--- src/rtl/hazard_stall_unit_if.sv ---
// Pipeline-side signal bundle for the hazard/stall controller.
// The hazard unit uses the slave view; the pipeline (or a bench) uses the master view.
interface hazard_stall_unit_if #(
  parameter int STALL_CNT_W = 16,
  parameter int FLUSH_CNT_W = 8
);
  // ID-stage operands and control
  logic [4:0]             IfId_Rs;
  logic [4:0]             IfId_Rt;
  logic                   Ctrl_UsesRt;
  logic                   Ctrl_Branch;
  logic                   Branch_Taken;
  // EX-stage producer
  logic                   IdEx_MemRead;
  logic                   IdEx_Reg_Wr_Control;
  logic [4:0]             IdEx_Rd;
  // MEM-stage producer
  logic                   ExMem_MemRead;
  logic [4:0]             ExMem_Rd;
  // Pipeline control back to the datapath
  logic                   PcWrite;
  logic                   IfIdWrite;
  logic                   IdExBubble;
  logic                   IfIdFlush;
  // Status and statistics
  logic                   Hazard_Busy;
  logic [STALL_CNT_W-1:0] Stall_Cycles;
  logic [FLUSH_CNT_W-1:0] Flush_Count;

  modport master (
    output IfId_Rs, IfId_Rt, Ctrl_UsesRt, Ctrl_Branch, Branch_Taken,
    output IdEx_MemRead, IdEx_Reg_Wr_Control, IdEx_Rd, ExMem_MemRead, ExMem_Rd,
    input  PcWrite, IfIdWrite, IdExBubble, IfIdFlush,
    input  Hazard_Busy, Stall_Cycles, Flush_Count
  );

  modport slave (
    input  IfId_Rs, IfId_Rt, Ctrl_UsesRt, Ctrl_Branch, Branch_Taken,
    input  IdEx_MemRead, IdEx_Reg_Wr_Control, IdEx_Rd, ExMem_MemRead, ExMem_Rd,
    output PcWrite, IfIdWrite, IdExBubble, IfIdFlush,
    output Hazard_Busy, Stall_Cycles, Flush_Count
  );
endinterface

--- src/rtl/hazard_stall_unit.sv ---
// Stall/flush controller for the 5-stage pipeline. Detects load-use,
// branch-after-ALU and branch-after-load hazards, freezes PC and IF/ID,
// injects ID/EX bubbles, flushes IF/ID on taken branches, and keeps
// saturating stall/flush statistics.
module hazard_stall_unit #(
  parameter int STALL_CNT_W = 16,
  parameter int FLUSH_CNT_W = 8
) (
  input  logic                 clk,
  input  logic                 rst_n,
  hazard_stall_unit_if.slave   hz
);

  typedef enum logic [1:0] {
    S_IDLE   = 2'd0,
    S_STALL1 = 2'd1,
    S_STALL2 = 2'd2   // reserved entry point, never entered
  } state_t;

  state_t                 state_q;
  logic                   busy_q;
  logic [STALL_CNT_W-1:0] stall_cnt_q, stall_cnt_d;
  logic [FLUSH_CNT_W-1:0] flush_cnt_q, flush_cnt_d;

  logic m_ex, m_mem;
  logic hz_lu, hz_ba, hz_bl2, hz_bl1, hz_len1;
  logic stall, flush;

  // Register-match terms and hazard classification; register 0 never matches
  always_comb begin
    m_ex    = (hz.IdEx_Rd != 5'd0) &&
              ((hz.IdEx_Rd == hz.IfId_Rs) || (hz.Ctrl_UsesRt && (hz.IdEx_Rd == hz.IfId_Rt)));
    m_mem   = (hz.ExMem_Rd != 5'd0) &&
              ((hz.ExMem_Rd == hz.IfId_Rs) || (hz.Ctrl_UsesRt && (hz.ExMem_Rd == hz.IfId_Rt)));
    hz_lu   = hz.IdEx_MemRead && m_ex && !hz.Ctrl_Branch;
    hz_ba   = hz.Ctrl_Branch && hz.IdEx_Reg_Wr_Control && !hz.IdEx_MemRead && m_ex;
    hz_bl2  = hz.Ctrl_Branch && hz.IdEx_MemRead && m_ex;
    hz_bl1  = hz.Ctrl_Branch && hz.ExMem_MemRead && m_mem;
    hz_len1 = hz_bl1 || hz_ba || hz_lu;
  end

  // Mealy pipeline control: stall in STALL1 or on any IDLE hazard; flush only when
  // nothing stalls; everything forced to the idle default while in reset
  always_comb begin
    stall = 1'b0;
    flush = 1'b0;
    if (rst_n) begin
      if (state_q == S_STALL1) begin
        stall = 1'b1;
      end else if (state_q == S_IDLE) begin
        stall = hz_bl2 || hz_len1;
        flush = !stall && hz.Ctrl_Branch && hz.Branch_Taken;
      end
    end
    hz.PcWrite    = !stall;
    hz.IfIdWrite  = !stall;
    hz.IdExBubble = stall;
    hz.IfIdFlush  = flush;
  end

  // Stall FSM: BL2 needs one extra held cycle, everything else resolves in IDLE
  always_ff @(posedge clk) begin
    if (!rst_n) begin
      state_q <= S_IDLE;
      busy_q  <= 1'b0;
    end else begin
      case (state_q)
        S_IDLE: begin
          if (hz_bl2) begin
            state_q <= S_STALL1;
            busy_q  <= 1'b1;
          end else begin
            state_q <= S_IDLE;
            busy_q  <= 1'b0;
          end
        end
        default: begin
          state_q <= S_IDLE;
          busy_q  <= 1'b0;
        end
      endcase
    end
  end

  // Saturating next-count for the statistics counters
  always_comb begin
    stall_cnt_d = stall_cnt_q;
    flush_cnt_d = flush_cnt_q;
    if (stall && (stall_cnt_q != {STALL_CNT_W{1'b1}})) begin
      stall_cnt_d = stall_cnt_q + 1'b1;
    end
    if (flush && (flush_cnt_q != {FLUSH_CNT_W{1'b1}})) begin
      flush_cnt_d = flush_cnt_q + 1'b1;
    end
  end

  // Statistics registers
  always_ff @(posedge clk) begin
    if (!rst_n) begin
      stall_cnt_q <= '0;
      flush_cnt_q <= '0;
    end else begin
      stall_cnt_q <= stall_cnt_d;
      flush_cnt_q <= flush_cnt_d;
    end
  end

  assign hz.Hazard_Busy  = busy_q;
  assign hz.Stall_Cycles = stall_cnt_q;
  assign hz.Flush_Count  = flush_cnt_q;

endmodule
--- src/flat_wrapper.sv ---
// flat-port wrapper written by rule: the top's interface ports become plain ports
module hazard_stall_unit_flat 
#(
  parameter int STALL_CNT_W = 16,
  parameter int FLUSH_CNT_W = 8
)
  (clk, rst_n, hz_IfId_Rs, hz_IfId_Rt, hz_Ctrl_UsesRt, hz_Ctrl_Branch, hz_Branch_Taken, hz_IdEx_MemRead, hz_IdEx_Reg_Wr_Control, hz_IdEx_Rd, hz_ExMem_MemRead, hz_ExMem_Rd, hz_PcWrite, hz_IfIdWrite, hz_IdExBubble, hz_IfIdFlush, hz_Hazard_Busy, hz_Stall_Cycles, hz_Flush_Count);
  hazard_stall_unit_if #(.STALL_CNT_W(STALL_CNT_W), .FLUSH_CNT_W(FLUSH_CNT_W)) hz_i ();
  input  logic clk;
  input  logic rst_n;
  input wire logic [$bits(hz_i.IfId_Rs)-1:0] hz_IfId_Rs;
  input wire logic [$bits(hz_i.IfId_Rt)-1:0] hz_IfId_Rt;
  input wire logic [$bits(hz_i.Ctrl_UsesRt)-1:0] hz_Ctrl_UsesRt;
  input wire logic [$bits(hz_i.Ctrl_Branch)-1:0] hz_Ctrl_Branch;
  input wire logic [$bits(hz_i.Branch_Taken)-1:0] hz_Branch_Taken;
  input wire logic [$bits(hz_i.IdEx_MemRead)-1:0] hz_IdEx_MemRead;
  input wire logic [$bits(hz_i.IdEx_Reg_Wr_Control)-1:0] hz_IdEx_Reg_Wr_Control;
  input wire logic [$bits(hz_i.IdEx_Rd)-1:0] hz_IdEx_Rd;
  input wire logic [$bits(hz_i.ExMem_MemRead)-1:0] hz_ExMem_MemRead;
  input wire logic [$bits(hz_i.ExMem_Rd)-1:0] hz_ExMem_Rd;
  output wire logic [$bits(hz_i.PcWrite)-1:0] hz_PcWrite;
  output wire logic [$bits(hz_i.IfIdWrite)-1:0] hz_IfIdWrite;
  output wire logic [$bits(hz_i.IdExBubble)-1:0] hz_IdExBubble;
  output wire logic [$bits(hz_i.IfIdFlush)-1:0] hz_IfIdFlush;
  output wire logic [$bits(hz_i.Hazard_Busy)-1:0] hz_Hazard_Busy;
  output wire logic [$bits(hz_i.Stall_Cycles)-1:0] hz_Stall_Cycles;
  output wire logic [$bits(hz_i.Flush_Count)-1:0] hz_Flush_Count;
  assign hz_i.IfId_Rs = hz_IfId_Rs;
  assign hz_i.IfId_Rt = hz_IfId_Rt;
  assign hz_i.Ctrl_UsesRt = hz_Ctrl_UsesRt;
  assign hz_i.Ctrl_Branch = hz_Ctrl_Branch;
  assign hz_i.Branch_Taken = hz_Branch_Taken;
  assign hz_i.IdEx_MemRead = hz_IdEx_MemRead;
  assign hz_i.IdEx_Reg_Wr_Control = hz_IdEx_Reg_Wr_Control;
  assign hz_i.IdEx_Rd = hz_IdEx_Rd;
  assign hz_i.ExMem_MemRead = hz_ExMem_MemRead;
  assign hz_i.ExMem_Rd = hz_ExMem_Rd;
  assign hz_PcWrite = hz_i.PcWrite;
  assign hz_IfIdWrite = hz_i.IfIdWrite;
  assign hz_IdExBubble = hz_i.IdExBubble;
  assign hz_IfIdFlush = hz_i.IfIdFlush;
  assign hz_Hazard_Busy = hz_i.Hazard_Busy;
  assign hz_Stall_Cycles = hz_i.Stall_Cycles;
  assign hz_Flush_Count = hz_i.Flush_Count;
  hazard_stall_unit #(.STALL_CNT_W(STALL_CNT_W), .FLUSH_CNT_W(FLUSH_CNT_W)) u_core (.clk(clk), .rst_n(rst_n), .hz(hz_i));
endmodule
--- config.mk ---
export PLATFORM = sky130hd
export DESIGN_NAME = hazard_stall_unit_flat
export DESIGN_NICKNAME = d
export VERILOG_FILES = /design/src/rtl/hazard_stall_unit_if.sv /design/src/rtl/hazard_stall_unit.sv /design/src/flat_wrapper.sv
export SDC_FILE = /design/constraint.sdc
export NUM_CORES = 1
export LEC_CHECK = 0
export CAP_MARGIN = 20
export CELL_PAD_IN_SITES_DETAIL_PLACEMENT = 1
export CELL_PAD_IN_SITES_GLOBAL_PLACEMENT = 2
export CORE_MARGIN = 1.5
export CORE_UTILIZATION = 27
export DETAILED_ROUTE_END_ITERATION = 7
export PLACE_DENSITY_LB_ADDON = 0.1
export SLEW_MARGIN = 5
export SYNTH_ARGS = -nofsm -noshare
export SYNTH_HDL_FRONTEND = slang
export SYNTH_SLANG_ARGS = --single-unit
--- constraint.sdc ---
create_clock -name clk -period 5.4 [get_ports clk]
set_input_delay 0.54 -clock clk [delete_from_list [all_inputs] [get_ports clk]]
set_output_delay 0.54 -clock clk [all_outputs]
set_load 0.005 [all_outputs]
==> summary.txt <==
Clock network
  • Post-CTS Resized: 0
  • Post-CTS setup buffer count: 0
  • Hold buffers post-CTS: 0
  • Clk Latency, worst-skew pair: 0.27 ns
  • Number of buffers created by CTS: 3
  • Clock sinks: 25
  • TritonCTS clock tree: done
  • Clk root buf: clkbuf_8
  • Max Root-Sink Buffers: 2
  • Max H-tree Level: 1
  • Worst-path clk slew: 0.10 ns

Critical path
  • CP Class: in -> out
  • Critical Path AT: 3.05 ns
  • CP most frequent cell: clkdlybuf4s50_1
  • Buf+Inv Stages, Crit Path: 3
  • Critical path capture point type: output port
  • CP Depth: 7
  • Required @ worst endpoint: 4.86 ns
  • Worst path top cell family by delay: buffers and inverters
  • CP max stage cell: or4_1
  • Crit-path cells: clkdlybuf4s50_1 -> or4_1 -> o211ai_1 -> o22ai_1 -> buf_4 -> o21ai_0 -> clkdlybuf4s50_1
  • Crit path largest cell delay: 0.58 ns
  • Crit Path Max Fanout: 14
  • Worst reg2reg path depth: 6
  • Critical path launch point type: input pin

Floorplan
  • Die W: 79.9 um
  • Die Area: 0.00638 mm^2
  • Starting Density: 28.4%
  • Core Area: 0.00561 mm^2
  • Die H: 79.9 um
  • Row count: 27
  • Ports: 57

Placed design
  • HPWL after detailed placement: 3650 um
  • Port Buffer Count: 56
  • Placer Congestion: 0.819
  • Placed Cells incl. Taps: 308

Layout
  • Finished Core Util: 39.9%
  • Area Overhead vs Synth: 40.4%
  • Fin cells: 313
  • Share of cells above drive strength 1: 3.73%
  • Filler cells: 688
  • Most frequent cells in the layout: clkdlybuf4s50_1 (56), dfxtp_1 (25), xor2_1 (18)
  • # diodes: 0
  • Final layout net count: 272
  • Most common cell after layout, fill and taps aside: clkdlybuf4s50_1

Power and ir drop
  • Net Sw Power: 0.0000942 W
  • Pwr Density: 163 mW/mm^2
  • Clk pwr share: 31.7%
  • Share of total power in combinational logic: 17.2%
  • Pint: 0.000271 W
  • Static Leak: 0.705 nW
  • Peak VDD IR: 0.0734 mV
  • Switching Share: 25.8%
  • Part of the power in registers: 51.2%

Synth
  • Synth top area cells: dfxtp_1 (31%), xor2_1 (9.9%), or4_1 (6.1%), a21oi_1 (4.7%), o31ai_1 (4.2%)
  • Netlist cell types: 37
  • Syn Area/Cell: 8.35 um^2
  • Yosys reg bits: 25
  • Top FF cell, synth: dfxtp_1
  • Number of synthesized flops with an enable pin: 0
  • Post-synth ARST share: 0%
  • Synth Instances: 191
  • Seq/Total Area, Yosys: 31.4%
  • Warnings from Yosys: 0
  • Post-synth top area share: 31.4%
  • Mapped Nets: 221
  • Cell accounting for the most synthesized area: dfxtp_1
  • Cell area after synthesis: 0.00160 mm^2

Global routing
  • GR Overflow Total: 0
  • First-pass GRT wire length: 7840 um
  • Total track usage: 15.4%
  • Pin count of the biggest net entering global routing: 29
  • Number of global-route vias before repair: 1719
  • Initial antenna violation count: 0

Timing
  • Final period util: 66.5%
  • Unrepaired setup endpoints after global routing: no
  • Slew at the pin with the worst max-slew slack: 0.928 ns
  • Fmax: 0.279 GHz
  • Fin. max-slew vios: 0
  • Final hold vios: 0
  • Period minus WS final: 3.59 ns
  • Setup TNS: 0 ns
  • Setup-failing EPs final: 0
  • Slew HR: 38.1%
  • Hold WS: 0.500 ns
  • Clock skew: 0.0102 ns

Routing
  • DRT antenna net count: 0
  • Drt via density: 5.44
  • Vias: 1703
  • # DRC: 0
  • Initial DRC Count: 56
  • Drt first pass iters: 4
  • Final wirelength: 4750 um
  • Wire per inst: 15.2 um

Run
  • Max_cap viols: 0

Worst hold path
  • Hold depth: 2
  • Hold crit path type: reg -> reg

Run status
  • Status: completed
==> cell usage after synthesis (all sizes together), types with 5 or more instances <==
| library cell | instances |
|---|---|
| dfxtp | 25 |
| xor2 | 18 |
| a21oi | 15 |
| or4 | 13 |
| nand3 | 10 |
| o31ai | 9 |
| nand2 | 8 |
| clkbuf | 7 |
| inv | 7 |
| nand2b | 7 |
| nand4 | 7 |
| nor4 | 6 |
| o21ai | 6 |
| or3 | 6 |
| buf | 5 |
| nor2 | 5 |
| nor3 | 5 |
==> path summary, 6_finish.rpt <==
kind	end	slack, ns	start
setup / recovery	hz_IfIdWrite	1.81	hz_ExMem_Rd[0]
hold / removal	u_core.hz.Stall_Cycles[8]	0.50	u_core.hz.Stall_Cycles[8]
setup reg to reg	u_core.hz.Stall_Cycles[15]	3.15	u_core.hz.Stall_Cycles[3]
hold reg to reg	u_core.hz.Stall_Cycles[8]	0.50	u_core.hz.Stall_Cycles[8]
==> area by class of cell <==
cell class                 count  area [um^2]  share of cell area [%]
inverter                       7         26.3                    1.17
timing repair buffer          58          576                    25.7
tap                           72         90.1                    4.02
clock buffer                   4         45.0                    2.01
multi-input combinational    147         1000                    44.7
sequential                    25          500                    22.3
==> worst min-delay path, stage by stage, from the launching register on <==
cell	delay, ns
dfxtp_1	0.34
o31ai_1	0.07
a21oi_1	0.06
==> power by group through the flow <==
| stage | combinational (W) | sequential [W] | clock (W) |
|---|---|---|---|
| after floorplan | 0.0000284 | 0.000191 | 0 |
| after global placement | 0.0000608 | 0.000191 | 0 |
| after detailed placement | 0.0000629 | 0.000191 | 0 |
| after CTS | 0.0000631 | 0.000187 | 0.000122 |
| after global routing | 0.0000688 | 0.000187 | 0.000127 |
| final | 0.0000627 | 0.000187 | 0.000116 |
==> flip-flops by register name, summed over array words and instances, names as in the netlist <==
name                    count
u_core.hz.Stall_Cycles     16
u_core.state_q              1
u_core.hz.Flush_Count       8
==> metrics by stage <==
step           power (W)  worst slack [ns]  instance area (um^2)
3_5_place_dp    0.000254              1.38                  2190
3_3_place_gp    0.000252              1.51                  2190
6_report        0.000365              1.81                  2240
4_1_cts         0.000372              1.37                  2230
5_1_grt         0.000383              1.62                  2240
2_1_floorplan   0.000219              2.77                  1600
==> layer usage <==
metal / GRT usage (%) / up-vias / wire length (um)
met1: 17.5 / 825 / 2120
met5: 0 / - / 0
met3: 3.77 / 6 / 208
met4: 3.97 / 0 / 39
li1: - / 831 / -
met2: 28.5 / 41 / 2380
==> cell families (layout without fill, tap and decap cells) <==
logic type	Yosys count	count (layout)	share of synthesized area [%]
AOI/OAI and AO/OA	47	47	19.9
DFF	25	25	31.4
and+or+nand+nor	74	74	27.8
adders and majority gates	2	2	1.57
xor gates and xnor gates	20	20	11.0
muxes	4	4	2.51
buffers and inverters	19	69	5.80
Power figures use the tool's default switching activity.
